===== config.mk =====
export PLATFORM = sky130hd
export DESIGN_NAME = dp_ex_wb_skid_register
export DESIGN_NICKNAME = d
export VERILOG_FILES = /design/src/rtl/dp_ex_wb_skid_register.sv
export SDC_FILE = /design/constraint.sdc
export NUM_CORES = 1
export LEC_CHECK = 0
export ABC_AREA = 1
export CORE_ASPECT_RATIO = 1.2
export CORE_MARGIN = 3
export CORE_UTILIZATION = 58
export CTS_BUF_LIST = sky130_fd_sc_hd__clkbuf_2 sky130_fd_sc_hd__clkbuf_4 sky130_fd_sc_hd__clkbuf_8
export CTS_CLUSTER_DIAMETER = 40
export DETAILED_ROUTE_END_ITERATION = 12
export HOLD_SLACK_MARGIN = 0.15
export PLACE_DENSITY = 0.91
export SLEW_MARGIN = 30
export SYNTH_ARGS = -nofsm -noshare
export SYNTH_HDL_FRONTEND = slang
export SYNTH_SLANG_ARGS = --single-unit

===== constraint.sdc =====
create_clock -name clk -period 2.4 [get_ports clk]
set_input_delay 0.48 -clock clk [delete_from_list [all_inputs] [get_ports clk]]
set_output_delay 0.48 -clock clk [all_outputs]
set_load 0.01 [all_outputs]

===== src/rtl/dp_ex_wb_skid_register.sv =====
// EX->WB pipeline register with valid/ready handshake and one-entry skid buffer.
// Optional stall counter output enabled by defining DP_SKID_STALL_COUNT_EN.
module dp_ex_wb_skid_register #(
    parameter int DATA_W = 32,
    parameter int ADDR_W = 5,
    parameter int LANES  = 8,
    parameter int LANE_W = 3
) (
    input  logic                      clk,
    input  logic                      reset,
    input  logic                      flush,
    input  logic                      in_valid,
    output logic                      in_ready,
    input  logic [ADDR_W-1:0]         A3_E,
    input  logic [ADDR_W-1:0]         A4_E,
    input  logic [DATA_W-1:0]         OpB_E,
    input  logic [DATA_W-1:0]         ALUResultE,
    input  logic [DATA_W-1:0]         PCNextE,
    input  logic [LANES*LANE_W-1:0]   popcnt_E,
    output logic                      out_valid,
    input  logic                      out_ready,
    output logic [ADDR_W-1:0]         A3_W,
    output logic [ADDR_W-1:0]         A4_W,
    output logic [DATA_W-1:0]         RD2_W,
    output logic [DATA_W-1:0]         ALUResultW,
    output logic [DATA_W-1:0]         PCNextW,
    output logic [LANES*LANE_W-1:0]   popcnt_W
`ifdef DP_SKID_STALL_COUNT_EN
    ,
    output logic [15:0]               stall_cnt
`endif
);

    localparam int PW = 2*ADDR_W + 3*DATA_W + LANES*LANE_W;

    typedef enum logic [1:0] {
        EMPTY = 2'd0,
        FULL  = 2'd1,
        SKID  = 2'd2
    } state_t;

    state_t        r_state;
    state_t        w_state_n;
    logic [PW-1:0] r_main;
    logic [PW-1:0] r_skid;
    logic [PW-1:0] w_in_pl;
    logic          w_ld_main_in;
    logic          w_ld_main_skid;
    logic          w_ld_skid;

    assign w_in_pl = {A3_E, A4_E, OpB_E, ALUResultE, PCNextE, popcnt_E};

    // in_ready depends on registered state only, never on out_ready
    assign in_ready  = reset & (r_state != SKID);
    assign out_valid = (r_state != EMPTY);

    assign {A3_W, A4_W, RD2_W, ALUResultW, PCNextW, popcnt_W} = r_main;

    always_comb begin
        w_state_n      = r_state;
        w_ld_main_in   = 1'b0;
        w_ld_main_skid = 1'b0;
        w_ld_skid      = 1'b0;
        unique case (r_state)
            EMPTY: begin
                if (in_valid) begin
                    w_ld_main_in = 1'b1;
                    w_state_n    = FULL;
                end
            end
            FULL: begin
                if (out_ready && in_valid) begin
                    w_ld_main_in = 1'b1;
                end else if (out_ready) begin
                    w_state_n = EMPTY;
                end else if (in_valid) begin
                    w_ld_skid = 1'b1;
                    w_state_n = SKID;
                end
            end
            SKID: begin
                if (out_ready) begin
                    w_ld_main_skid = 1'b1;
                    w_state_n      = FULL;
                end
            end
            default: begin
                w_state_n = EMPTY;
            end
        endcase
    end

    always_ff @(posedge clk) begin
        if (!reset) begin
            r_state <= EMPTY;
            r_main  <= '0;
            r_skid  <= '0;
        end else if (flush) begin
            // zeroed addresses make WB perform no register write
            r_state <= EMPTY;
            r_main  <= '0;
        end else begin
            r_state <= w_state_n;
            if (w_ld_main_in) begin
                r_main <= w_in_pl;
            end else if (w_ld_main_skid) begin
                r_main <= r_skid;
            end
            if (w_ld_skid) begin
                r_skid <= w_in_pl;
            end
        end
    end

`ifdef DP_SKID_STALL_COUNT_EN
    logic [15:0] r_stall_cnt;

    always_ff @(posedge clk) begin
        if (!reset) begin
            r_stall_cnt <= '0;
        end else if (out_valid && !out_ready && (r_stall_cnt != 16'hFFFF)) begin
            r_stall_cnt <= r_stall_cnt + 16'd1;
        end
    end

    assign stall_cnt = r_stall_cnt;
`endif

endmodule


Yosys cells after proc, flatten, opt, wreduce, memory -nomap -nowiden. Index checks and enable logic that the tools add are counted.

Bits in registers: 262. Output and inout port bits: 132. Word-level logic and storage cells: 36.

Eq/ne operators: 7. Muxes and demuxes: 16. Bitwise logic cells: 3. Reduce and logical (&&, ||, !) cells: 7.

Operators with widths (number): 130-bit two-way mux (2); 2-bit two-way mux (5); 2-bit != test (second input constant) (4); 1-bit two-way mux (7); 2-bit case mux with 3 select lines (1); 4-bit AND reduction (1); 2-bit nonzero test (2); 3-bit != test (second input constant) (1); 2-bit by 1-bit equality test with 1-bit output (second input constant) (1); 2-bit equality test (second input constant) (1); 2-bit logical NOT (1); 1-bit inverter (2); 1-bit case mux with 2 select lines (1); 2-bit AND reduction (1); 2-bit OR reduction (1); 1-bit bitwise AND (1); 1-bit logical AND (1).

Logic depth before layout (Yosys ltp).
Depth after elaboration: 5. Depth in mapped cells: 9. Mapped depth without buffers: 6.

Worst setup path after synthesis. OpenSTA, ideal clock, no wires.

Kind: input to register. Start: input port out_ready. End: register r_skid[100]. Library setup time: 110 ps. Data arrival time: 1434 ps. Data required time: 2290 ps. Path slack: 856 ps. Stages: 9. Cells stage by stage: buf_2 > inv_2 > nand3_1 > nor2_2 > buf_2 > buf_2 > nand3_1 > nand2_1 > nor2_1.

Cells in the longest elaborated chain, start to end: 4. Elaborated cells between the ends (all ways): 5.

RTL lines: start, declared (RTL line 21) `input logic out_ready,`; 1-bit two-way mux or 1-bit logical AND (tied branches) (RTL line 74, 72); 1-bit two-way mux * (RTL line 72) `if (out_ready && in_valid) begin`; 1-bit two-way mux * (RTL line 64) `unique case (r_state)`; 2-bit AND reduction (no line) *; end signal, assigned (RTL line 110) `r_skid <= w_in_pl;`; end, declared (RTL line 45) `logic [PW-1:0] r_skid;`.

Every way passes the cells marked *; elsewhere a longest branch is shown, timed or not. A chain may end at the register's enable or synchronous reset.

Worst setup path after layout.
Start: register r_state[1]. End: output port out_valid.

Cells in the longest elaborated chain, start to end: 1.

RTL lines: start, declared (RTL line 42) `state_t r_state;`; start signal, assigned (RTL line 103) `r_state <= w_state_n;`; 2-bit nonzero test (RTL line 55) `assign out_valid = (r_state != EMPTY);`; end, declared (RTL line 20) `output logic out_valid,`.

Every way passes these cells.

==> Implementation_results.wiki <==
{| class="wikitable"
! Metric !! Value
|-
| Fin Setup TNS || 0 ns
|-
| Cts-stage hold buffer count || 0
|-
| Detailed Place HPWL || around 24 mm
|-
| Overall die height || 173 um
|-
| Starting Density || 59.5%
|-
| CTS tree || done
|-
| Portion of total power attributed to the clock network || 42.0%
|-
| Multiplexer share of the synthesized area || 0%
|-
| Worst Hold Class || in -> reg
|-
| Switching power total || 0.00256 W
|-
| CTS root buf || sky130_fd_sc_hd__clkbuf_8
|-
| Static leakage || 8.03 nW
|-
| Std cell rows || 60
|-
| Area fraction in and, or, nand and nor cells after synthesis || 35.6%
|-
| Met2 WL || 19.3 mm
|-
| Sum of met3 wire segment lengths after detailed routing || 4.54 mm
|-
| R2R depth || 6
|-
| Number of buffers added on ports || 266
|-
| Number of buffers added by the clock tree synthesis step || 43
|-
| Time the worst path needs with I/O delays and setup || 2.24 ns
|-
| Die footprint || around 25000 um2
|-
| Wire length of the first global-routing pass || slightly below 70 mm
|-
| Fill count || 1744
|-
| Tcrit/Tclk final || 93.1%
|-
| Required time reported for the critical path endpoint || 1.92 ns
|-
| Net switching fraction of the power || 25.6%
|-
| Count of routing violations after the opening detailed-route iteration || 1272
|-
| Main area contributors after synthesis || sky130_fd_sc_hd__dfxtp_1 39%, sky130_fd_sc_hd__inv_1 15%, sky130_fd_sc_hd__nand3_1 15%
|-
| Number of antenna violations at the first check in global routing || 3
|-
| FF+latch count, synth || 262
|-
| Sequential cell fraction of total power || 45.3%
|-
| Count of placed standard cells in the final layout, fillers left out || 2653
|-
| Sequential share of the synthesized area || 39.0%
|-
| Post-synthesis cell type count || 16
|-
| Clock tree skew after final layout || 0.0141 ns
|-
| Total area of multi-input combinational cells || 5490 um2
|-
| Core area || 22600 um2
|-
| Overall die width || 145 um
|-
| Final setup violating endpoints || 0
|-
| Final antenna-violating net count || 0
|-
| Total Wirelength || 41.1 mm
|-
| Total grt overflow || 0
|-
| Summed instance area of the synthesized netlist || about 13000 um2
|-
| RSZ-0062 raised after global routing || no
|-
| Via count of the first global-routing pass || 14200
|-
| Post-synth top area cell || sky130_fd_sc_hd__dfxtp_1
|-
| CP Max Fanout || 11
|-
| Average wire length per cell after detail routing || 15.5 um
|-
| Maximum number of pins on one net before global-route repair || 131
|-
| Synthesized-area fraction occupied by ao, oa, aoi and oai cells || 4.93%
|-
| Cell depth of the worst min-delay path || 5
|-
| Total Power Consumption || 0.00998 W
|-
| Maximum level of the CTS H-tree || 2
|-
| Startpoint type of the worst setup path || register
|-
| CTS max path bufs || 3
|-
| TritonCTS Sinks || 262
|-
| Synth Instances || 2148
|-
| Hold violation count in the final report || 0
|-
| Largest family of logic cells by synthesized area || simple AND/OR/NAND/NOR gates
|-
| Area share of the largest cell type after synthesis || 39.0%
|-
| # DRC || 0
|-
| Number of placed I/O pins || 267
|-
| Max Cap Violations || 0
|-
| Internal power contribution || 0.00742 W
|-
| Power per cell area || 584 nW/um2
|-
| Adder and majority cell fraction of the synthesized area || 0%
|-
| Nets || between 2000 and 2500
|-
| Syn avg cell area || approximately 6.3 um2
|-
| Status || completed
|-
| CP Data Arrival Time || about 1.8 ns
|-
| Proportion of layout cells with a drive suffix above 1 || under 10%
|-
| Endpoint kind of the worst setup timing path || output pin
|-
| Gp weighted congestion || 0.807
|-
| Clock latency on the worst-skew pair || between 0.5 and 0.6 ns
|-
| Final-report max-slew violation count || 0
|-
| Combined flip-flop and latch cell area || roughly 5300 um2
|-
| Vias || 14500
|-
| Xor and xnor area share after synthesis || 0%
|-
| Critical Setup Path Class || reg -> out
|-
| Mean number of vias per cell || 5.48
|-
| Rel. slew slack || about two fifths
|-
| Placed insts || between 2000 and 3000
|-
| Logic pwr share || 12.7%
|-
| Slew at the pin closest to its max-slew limit || 0.899 ns
|-
| Synth-to-layout area growth || 27.0%
|-
| Worst-case vdd ir drop || 0.433 mV
|-
| Number of warning messages in the yosys log || 0
|-
| Global-route total usage across every layer || 31.4%
|-
| Metal1 wirelength || approximately 15 mm
|-
| First drt pass iteration count || 6
|-
| Clock Pin Slew Worst Setup and Hold Paths || 0.06 ns
|-
| Achievable clock frequency || 447 MHz
|-
| Top layer in use || met5
|-
| Post-Syn Nets || 2283
|}
==> synthesized netlist by cell type <==
cell / instances
sky130_fd_sc_hd__a22oi_1: 1
sky130_fd_sc_hd__buf_2: 72
sky130_fd_sc_hd__nand4_1: 131
sky130_fd_sc_hd__clkbuf_1: 73
sky130_fd_sc_hd__a21oi_1: 131
sky130_fd_sc_hd__inv_1: 524
sky130_fd_sc_hd__nor3_1: 1
sky130_fd_sc_hd__nor2_1: 135
sky130_fd_sc_hd__nand2_1: 393
sky130_fd_sc_hd__nor2_2: 2
sky130_fd_sc_hd__nand2_2: 1
sky130_fd_sc_hd__nand3_1: 393
sky130_fd_sc_hd__inv_2: 3
sky130_fd_sc_hd__buf_4: 10
sky130_fd_sc_hd__buf_1: 16
sky130_fd_sc_hd__dfxtp_1: 262
==> final timing paths <==
path                            startpoint          to  slack (ns)
worst max-delay path            r_state[1]   out_valid        0.16
worst min-delay path                 reset  r_state[0]        0.36
worst max register to register  r_state[0]  r_main[96]        0.46
worst min register to register  r_main[40]  r_main[40]        0.48
==> worst max-delay path, stage by stage (launching register included) <==
cell and delay, ns:
sky130_fd_sc_hd__dfxtp_4 0.46, sky130_fd_sc_hd__inv_1 0.12, sky130_fd_sc_hd__nand2_1 0.07, sky130_fd_sc_hd__clkdlybuf4s50_1 0.57
==> placed cells by master (no fill, tap or decap), drive strengths merged <==
cell           Yosys  routed
diode              0       1
nor3               1       1
bufinv             0       2
a22oi              1       1
clkbuf            73      65
clkinvlp           0       1
nand2            394     394
a21oi            131     131
nand4            131     131
nor2             137     137
clkdlybuf4s50      0     263
dfxtp            262     262
nand3            393     393
dlymetal6s2s       0       1
inv              527     527
buf               98      27
clkinv             0       6
==> layout make-up <==
| type | instances | area share (%) |
|---|---|---|
| antenna | 1 | 0.0146 |
| clock buffer | 65 | 4.87 |
| clock inverter | 9 | 0.571 |
| inverter | 527 | 11.6 |
| multi-input combinational | 1188 | 32.1 |
| sequential | 262 | 30.7 |
| tap | 310 | 2.27 |
| timing repair buffer | 291 | 17.8 |
==> through the flow <==
step                      hold WS [ns]  utilization, %  area [um2]  setup WS [ns]
after detailed placement         0.473            71.5       16100          0.293
after global placement           0.468            71.5       16100          0.350
after CTS                        0.333            75.6       17100         0.0445
after floorplan                  0.486               -       13400          0.856
after global routing             0.347            75.6       17100         0.0937
final                            0.362            75.6       17100          0.165
==> per-layer routing <==
metal / vias to the layer above / GRT usage (%)
met1: 6575 / 36.5
met5: - / 0
li1: 6923 / -
met2: 871 / 53.2
met4: 4 / 17.6
met3: 161 / 7.50
==> registers in the layout, summed over array words and instances, names as in the netlist <==
name and cells:
r_main 130, r_skid 130, r_state 2
==> what timing repair did <==
| item | 4_1_cts | 5_1_grt |
|---|---|---|
| endpoints found under the setup margin | 1 | 1 |
| buffers inserted | 0 | 0 |
| gates resized for setup | 2 | 1 |
==> kinds of logic (layout without fill, tap and decap cells) <==
logic type / Yosys count / count (layout)
DFF: 262 / 262
AOI/OAI and AO/OA: 132 / 132
buffers and inverters: 698 / 892
and+or+nand+nor: 1056 / 1056
other: 0 / 1
==> power groups by stage <==
| stage | sequential (W) | combinational, W | clock (W) |
|---|---|---|---|
| finish | 0.00452 | 0.00127 | 0.00419 |
| global route | 0.00452 | 0.00138 | 0.00445 |
| CTS | 0.00452 | 0.00126 | 0.00426 |
| detailed placement | 0.00461 | 0.00125 | 0 |
| global placement | 0.00460 | 0.00122 | 0 |
| floorplan | 0.00463 | 0.000623 | 0 |
(Power assumes the default switching activity.)
